$ cat src/rtl/serial_byte_rx.sv
// Bit-serial frame receiver: assembles WIDTH bits into a word on a valid/ready output.
// Optional even-parity bit per frame when RX_PARITY_CHECK_EN is defined.
module serial_byte_rx #(
    parameter int WIDTH     = 8,
    parameter bit LSB_FIRST = 1'b1
) (
    input  logic             clk,
    input  logic             rst,
    input  logic             sin_valid,
    input  logic             sin_data,
    input  logic             sin_start,
    output logic [WIDTH-1:0] out_data,
    output logic             out_valid,
    input  logic             out_ready,
    output logic             overrun,
    output logic             frame_err,
    output logic             parity_err
);

    localparam int CW = $clog2(WIDTH + 1);
    localparam int IW = (WIDTH > 1) ? $clog2(WIDTH) : 1;

    typedef enum logic [1:0] {
        IDLE  = 2'd0,
        SHIFT = 2'd1,
        HOLD  = 2'd2
    } state_t;

    state_t           r_state;
    logic [CW-1:0]    r_cnt;
    logic [WIDTH-1:0] r_shift;
    logic [WIDTH-1:0] r_data;
    logic             r_valid;
    logic             r_overrun;
    logic             r_frame_err;

    logic             w_start;
    logic             w_bit;
    logic             w_last;
    logic [CW-1:0]    w_pos;
    logic [IW-1:0]    w_idx;
    logic [IW-1:0]    w_idx0;
    logic [WIDTH-1:0] w_first;
    logic [WIDTH-1:0] w_ins;

    // Bit position is clamped so the parity slot never indexes past the word.
    always_comb begin
        w_start = sin_valid & sin_start;
        w_bit   = sin_valid & ~sin_start;
        w_pos   = (r_cnt < CW'(WIDTH)) ? r_cnt : '0;
        w_idx   = LSB_FIRST ? IW'(w_pos)
                            : IW'(CW'(WIDTH - 1) - w_pos);
        w_idx0  = LSB_FIRST ? '0 : IW'(WIDTH - 1);
        w_first = '0;
        w_first[w_idx0] = sin_data;
        w_ins   = r_shift;
        w_ins[w_idx] = sin_data;
`ifdef RX_PARITY_CHECK_EN
        w_last  = (r_cnt == CW'(WIDTH));
`else
        w_last  = (r_cnt == CW'(WIDTH - 1));
`endif
    end

`ifdef RX_PARITY_CHECK_EN
    logic r_parity_err;
    assign parity_err = r_parity_err;
`else
    assign parity_err = 1'b0;
`endif

    always_ff @(posedge clk) begin
        if (rst) begin
            r_state     <= IDLE;
            r_cnt       <= '0;
            r_shift     <= '0;
            r_data      <= '0;
            r_valid     <= 1'b0;
            r_overrun   <= 1'b0;
            r_frame_err <= 1'b0;
`ifdef RX_PARITY_CHECK_EN
            r_parity_err <= 1'b0;
`endif
        end else begin
            r_overrun   <= 1'b0;
            r_frame_err <= 1'b0;
            unique case (r_state)
                IDLE: begin
                    if (w_start) begin
                        r_shift <= w_first;
                        r_cnt   <= CW'(1);
                        r_state <= SHIFT;
                    end
                end
                SHIFT: begin
                    if (w_start) begin
                        r_shift     <= w_first;
                        r_cnt       <= CW'(1);
                        r_frame_err <= 1'b1;
                    end else if (w_bit) begin
                        if (w_last) begin
`ifdef RX_PARITY_CHECK_EN
                            r_data       <= r_shift;
                            r_parity_err <= ^{r_shift, sin_data};
`else
                            r_data  <= w_ins;
                            r_shift <= w_ins;
`endif
                            r_valid <= 1'b1;
                            r_cnt   <= CW'(WIDTH);
                            r_state <= HOLD;
                        end else begin
                            r_shift <= w_ins;
                            r_cnt   <= r_cnt + CW'(1);
                        end
                    end
                end
                HOLD: begin
                    if (out_ready) begin
                        r_valid <= 1'b0;
                        if (w_start) begin
                            r_shift <= w_first;
                            r_cnt   <= CW'(1);
                            r_state <= SHIFT;
                        end else begin
                            r_cnt   <= '0;
                            r_state <= IDLE;
                        end
                    end else if (w_start) begin
                        r_overrun <= 1'b1;
                    end
                end
                default: r_state <= IDLE;
            endcase
        end
    end

    assign out_data  = r_data;
    assign out_valid = r_valid;
    assign overrun   = r_overrun;
    assign frame_err = r_frame_err;

endmodule

$ cat config.mk
export PLATFORM = sky130hd
export DESIGN_NAME = serial_byte_rx
export DESIGN_NICKNAME = d
export VERILOG_FILES = /design/src/rtl/serial_byte_rx.sv
export SDC_FILE = /design/constraint.sdc
export NUM_CORES = 1
export LEC_CHECK = 0
export ABC_CLOCK_PERIOD_IN_PS = 2250
export CAP_MARGIN = 20
export CORE_AREA = 5 5 62 64
export DETAILED_ROUTE_END_ITERATION = 8
export DIE_AREA = 0 0 67 69
export PLACE_DENSITY = 0.7
export SYNTH_ARGS = -nofsm -noshare
export SYNTH_HDL_FRONTEND = slang
export SYNTH_SLANG_ARGS = --single-unit
$ cat constraint.sdc
create_clock -name clk -period 2.25 [get_ports clk]
set_clock_uncertainty 0.05 [all_clocks]
set_input_delay 0.225 -clock clk [delete_from_list [all_inputs] [get_ports clk]]
set_output_delay 0.225 -clock clk [all_outputs]
set_load 0.02 [all_outputs]
==> impl_metrics.ini, run 1 <==
[status]
status = finished, final reports clean

[synth]
syn-cell-area_um2 = 1390
synth_top_flop_cell = dfxtp_1
synth_warnings = 0
yosys.area.top_type = dfxtp_1
syn_nets = 165
yosys-top-cells-count = dfxtp_1, nor2_1, nor3_1
netlist_instances = 154
ys_types = 44
synthArstFlopShare_pct = 0
synth_area_leaders = dfxtp_1, mux2i_1, a211oi_1, ha_1, a32o_1
synth_top_area_share_pct = 36.1
yosysMostFrequentCell = dfxtp_1
ys_seq_area_share_pct = 36.1
syn_area_per_cell_um2 = 9.00
synth_edf_count = 0
ys_ff_latch = 25

[clocking]
clk_path_buf_depth = 2
cts_buffers = 3
clockRootBuffer = clkbuf_4
clock-sinks = 25
ctsHtreeMaxLevel = 1
hold_buffers = 0
cts_tree = done
worstSkewPairLatency_ns = 0.33
clk_pin_slew_ns = 0.14

[place]
io_buffers = 16
dp_hpwl_um = 2330
gp_congestion = 0.858

[route]
dr_total_vias = 1224
routed_wl_um = 3160
routedWlPerCell_um = 14.8
drt_first_pass_iters = 4
ant_nets = 0
drt_iter0_drc = 115
vias_per_cell = 5.72
drc = 0

[die]
dieArea_um2 = 4620
ios = 18
num_rows = 21
initial_utilization_pct = 42.9
die_x_um = 67
core_area_um2 = 3230
die_y_um = 69

[power]
pwr_density_cell_nw_per_um2 = 536
total_power_uw = 866
peakVddDrop_uv = 248
p_leak_nw = 0.534

[worst_setup_path]
r2r_start = r_state[1]
end_kind = flop
path_max_fanout = 13
r2r_slack_ns = 0.18
cp.arrival_ns = 2.25
criticalPathCategory = flop to flop
r2r-end = r_cnt[1]
reg2reg_depth = 7
cp-startpoint = r_state[1]
cp.required_ns = 2.43
start_kind = flop

[hold_path]
hp-start = r_shift[0]
min_delay_path_depth = 2
hold_path_class = flop to flop
whs_endpoint = r_shift[0]

[timing]
hold_violations = 0
tns_ns = 0
min_period_over_period_pct = 92.0
slew_violations = 0
clock.fmax_mhz = 483
setup_violations = 0
post-route-min-period_ns = 2.07
rsz0062_at_grt = no
slew_headroom_pct = 65.7
worstMarginPinSlew_ns = 0.512

[global_routing]
grt_pass1_wl_um = 5430
grt_pass1_vias = 1174
grt_remaining_overflow = 0
grt_use_total_pct = 14.7
antenna_found_initial = 0
grt_max_degree = 19

[finish]
drive_gt1_share_pct = 10.1
syn_to_final_growth_pct = 16.5
diodes = 0
nets = 180

[job]
maxCapViolCount = 0
==> how the worst max path moves through the flow <==
stage	endpoint	slack, ns
after detailed placement	r_cnt[3]	0.14
final	r_cnt[1]	0.18
after global placement	r_shift[3]	0.22
after global routing	r_cnt[2]	0.02
after floorplan	r_state[0]	0.34
after CTS	r_cnt[3]	0.12
==> layout by cell type (no fill, tap or decap), types with 2 or more instances in the layout <==
master | Yosys | routed
nand4b_1 | 2 | 2
a32o_1 | 6 | 6
buf_4 | 3 | 7
dfxtp_1 | 25 | 25
inv_1 | 4 | 4
clkbuf_4 | 0 | 3
a21oi_1 | 4 | 4
ha_1 | 5 | 5
nor4b_1 | 3 | 3
a211oi_1 | 9 | 9
and3_1 | 3 | 3
a311oi_1 | 2 | 2
nand2b_1 | 2 | 2
nor3_1 | 10 | 10
or4_1 | 2 | 2
a31oi_1 | 3 | 3
nor2_1 | 12 | 12
a21o_1 | 2 | 2
mux2i_1 | 9 | 9
nor2b_1 | 3 | 2
nor4bb_1 | 3 | 3
clkdlybuf4s50_1 | 0 | 16
o21ai_0 | 5 | 5
nand3_1 | 2 | 2
nand2_1 | 8 | 8
==> repair_timing <==
item                       in CTS  in global routing
setup buffers                   0                  2
gates resized for setup         0                  1
setup endpoints to repair       0                  2
==> report_power, final <==
part / switching, mW / internal [mW] / total (mW)
combinational: 0.110 / 0.0789 / 0.189
sequential: 0.0145 / 0.452 / 0.467
clock: 0.142 / 0.0681 / 0.210
==> cell type report <==
class	count	area, um2
multi-input combinational	111	796
clock inverter	1	7.51
clock buffer	3	22.5
sequential	25	500
timing repair buffer	23	213
tap	46	57.6
fill	312	1620
inverter	5	18.8
==> flip-flops by register name (all words and copies together), names as in the netlist <==
| name | flops |
|---|---|
| out_data | 8 |
| r_cnt | 4 |
| r_state | 2 |
| out_valid | 1 |
| r_shift | 8 |
| overrun | 1 |
| frame_err | 1 |
==> layer usage <==
| metal | GRT usage (%) | part of all wire [%] | wire, um | up-vias |
|---|---|---|---|---|
| met5 | 0 | 0 | 0 | - |
| met4 | 7.21 | 3.1 | 98 | 0 |
| met3 | 3.25 | 6.1 | 193 | 11 |
| met2 | 23.0 | 48 | 1500 | 37 |
| met1 | 18.7 | 43 | 1360 | 572 |
| li1 | - | - | - | 604 |
==> critical path, cell delays in order, from the launching register on <==
cell       delay, ns
dfxtp_1         0.42
inv_1           0.09
ha_1            0.32
o21ba_2         0.28
a2111oi_4       0.40
buf_4           0.19
mux2i_1         0.17
nor2_1          0.05
==> per-stage QoR <==
step                      utilization, %  area [um2]  std cells  setup WS [ns]  hold WS, ns
after floorplan                        -        1390        154          0.342        0.351
after global placement              48.5        1570        208          0.216        0.396
after detailed placement            48.5        1570        208          0.136        0.407
after CTS                           49.4        1600        212          0.124        0.426
after global routing                50.0        1620        214         0.0166        0.470
final                               50.0        1620        214          0.180        0.424
==> kinds of logic (layout without fill, tap and decap cells) <==
| logic type | Yosys count | after routing | share of synthesized area [%] |
|---|---|---|---|
| other | 1 | 1 | 0.270 |
| flip-flops | 25 | 25 | 36.1 |
| adder cells (fa/ha/maj) | 5 | 5 | 4.51 |
| AND/OR/NAND/NOR | 58 | 58 | 24.0 |
| AO/OA/AOI/OAI | 38 | 38 | 21.9 |
| multiplexers | 9 | 9 | 6.50 |
| buffers and inverters | 18 | 32 | 6.68 |
(Power assumes the default switching activity.)
==> run 2, diff against run 1 <==
--- a/config.mk
+++ b/config.mk
@@ -10,7 +10,9 @@
 export CORE_AREA = 5 5 62 64
 export DETAILED_ROUTE_END_ITERATION = 8
 export DIE_AREA = 0 0 67 69
+export GPL_TIMING_DRIVEN = 0
 export PLACE_DENSITY = 0.7
+export SLEW_MARGIN = 20
 export SYNTH_ARGS = -nofsm -noshare
 export SYNTH_HDL_FRONTEND = slang
 export SYNTH_SLANG_ARGS = --single-unit
==> impl_metrics.ini, run 2 (synthesized netlist as in run 1, its figures left out) <==
[timing]
min_period_over_period_pct = 95.0
hold_slack_ns = 0.150
slew_headroom_pct = 65.6
worstMarginPinSlew_ns = 0.516
setup_violations = 0
post-route-min-period_ns = 2.14
clock.fmax_mhz = 468
slew_violations = 0
rsz0062_at_grt = no
hold_violations = 0
tns_ns = 0

[power]
peakVddDrop_uv = 387
p_seq_share_pct = 54.2
p_comb_share_pct = 21.9
p_clk_share_pct = 23.9
power.internal_uw = 592
switching_share_pct = 30.7
pwr_density_cell_nw_per_um2 = 530
p_leak_nw = 0.544
p_sw_uw = 262

[die]
core_area_um2 = 3230
num_rows = 21
initial_utilization_pct = 42.9
ios = 18
die_y_um = 69
dieArea_um2 = 4620
die_x_um = 67

[global_routing]
grt_pass1_vias = 1209
grt_pass1_wl_um = 5560
grt_remaining_overflow = 0
grt_max_degree = 15
grt.met3_usage_pct = 5.03
grt_use_total_pct = 15.0
grt_use_met2_pct = 24.5
grtUsageMet1_pct = 18.5
antenna_found_initial = 0
grt.busiest_layer = met2

[finish]
diodes = 0
post-route-util_pct = 49.9
fillers = 316
syn_to_final_growth_pct = 16.2
layout_common_cells = dfxtp_1, clkdlybuf4s50_1, nor2_1
drive_gt1_share_pct = 10.5
final_common_cell = dfxtp_1
nets = 184
stdcell_area_um2 = 1610
layoutNonFillerInstCount = 218

[place]
dp.cells = 214
gp_congestion = 0.793
dp_hpwl_um = 2380
placed_cell_area_um2 = 1580
io_buffers = 14

[status]
status = finished, final reports clean

[job]
maxCapViolCount = 0

[route]
vias_per_cell = 5.56
drc = 0
drt_first_pass_iters = 4
routedWlPerCell_um = 14.5
routed_wl_um = 3170
drt_iter0_drc = 114
dr_total_vias = 1212
ant_nets = 0

[hold_path]
hold_path_class = primary input to flop
hp-start = rst

[worst_setup_path]
cp.arrival_ns = 2.35
cp.required_ns = 2.47
end_kind = flop
path_max_fanout = 10
start_kind = flop
cp-startpoint = r_state[0]
criticalPathCategory = flop to flop
r2r_start = r_state[0]

[clocking]
clock-sinks = 25
clockRootBuffer = clkbuf_4
post_cts_resized = 0
cts_buffers = 3
worstSkewPairLatency_ns = 0.32
clk_pin_slew_ns = 0.14
cts_tree = done
post_cts_buffers = 0
hold_buffers = 0
clk_path_buf_depth = 2
ctsHtreeMaxLevel = 1
-- run 2: cell count changes in the layout (fill, tap and decap cells not counted), sizes merged --
| cell | delta |
|---|---|
| clkinvlp | -1 |
| clkinv | +1 |
| clkbuf | +3 |
| clkdlybuf4s50 | -2 |
| buf | +3 |
-- run 2: metal layers --
metal,wire (um),up-vias
met4,19,0
li1,-,613
met3,146,4
met5,0,-
met1,1430,575
met2,1580,20
-- run 2: cell type report --
class                      instances  area [um2]  share of cell area, %
multi-input combinational        111         793                   49.2
buffer                            13        73.8                   4.58
inverter                           5        18.8                   1.16
clock inverter                     1        5.00                  0.311
clock buffer                       3        22.5                   1.40
sequential                        25         500                   31.1
tap                               46        57.6                   3.57
timing repair buffer              14         140                   8.70
-- run 2: worst paths after layout --
kind,endpoint,slack (ns),cells past startpoint
min reg2reg,r_shift[0],0.43,2
max,r_state[0],0.11,7
min,out_data[0],0.15,2
max reg2reg,r_state[0],0.11,7
-- run 2: per-stage QoR --
step / setup WS [ns] / power (mW)
global placement: 0.117 / 0.651
finish: 0.111 / 0.854
global route: 0.00289 / 0.904
CTS: 0.103 / 0.857
detailed placement: 0.0788 / 0.658
floorplan: 0.342 / 0.612
-- run 2: worst max-delay path, cell delays in order (launching register included) --
cell	delay (ns)
dfxtp_1	0.47
inv_1	0.10
ha_1	0.29
nor2b_1	0.22
buf_6	0.16
a21o_1	0.17
or4_1	0.49
a21oi_1	0.14
-- run 2: power by group through the flow --
stage	clock network (mW)	logic, mW	registers [mW]
2_1_floorplan	0	0.142	0.470
3_3_place_gp	0	0.179	0.472
3_5_place_dp	0	0.185	0.473
4_1_cts	0.208	0.186	0.463
5_1_grt	0.234	0.206	0.464
6_report	0.204	0.187	0.463
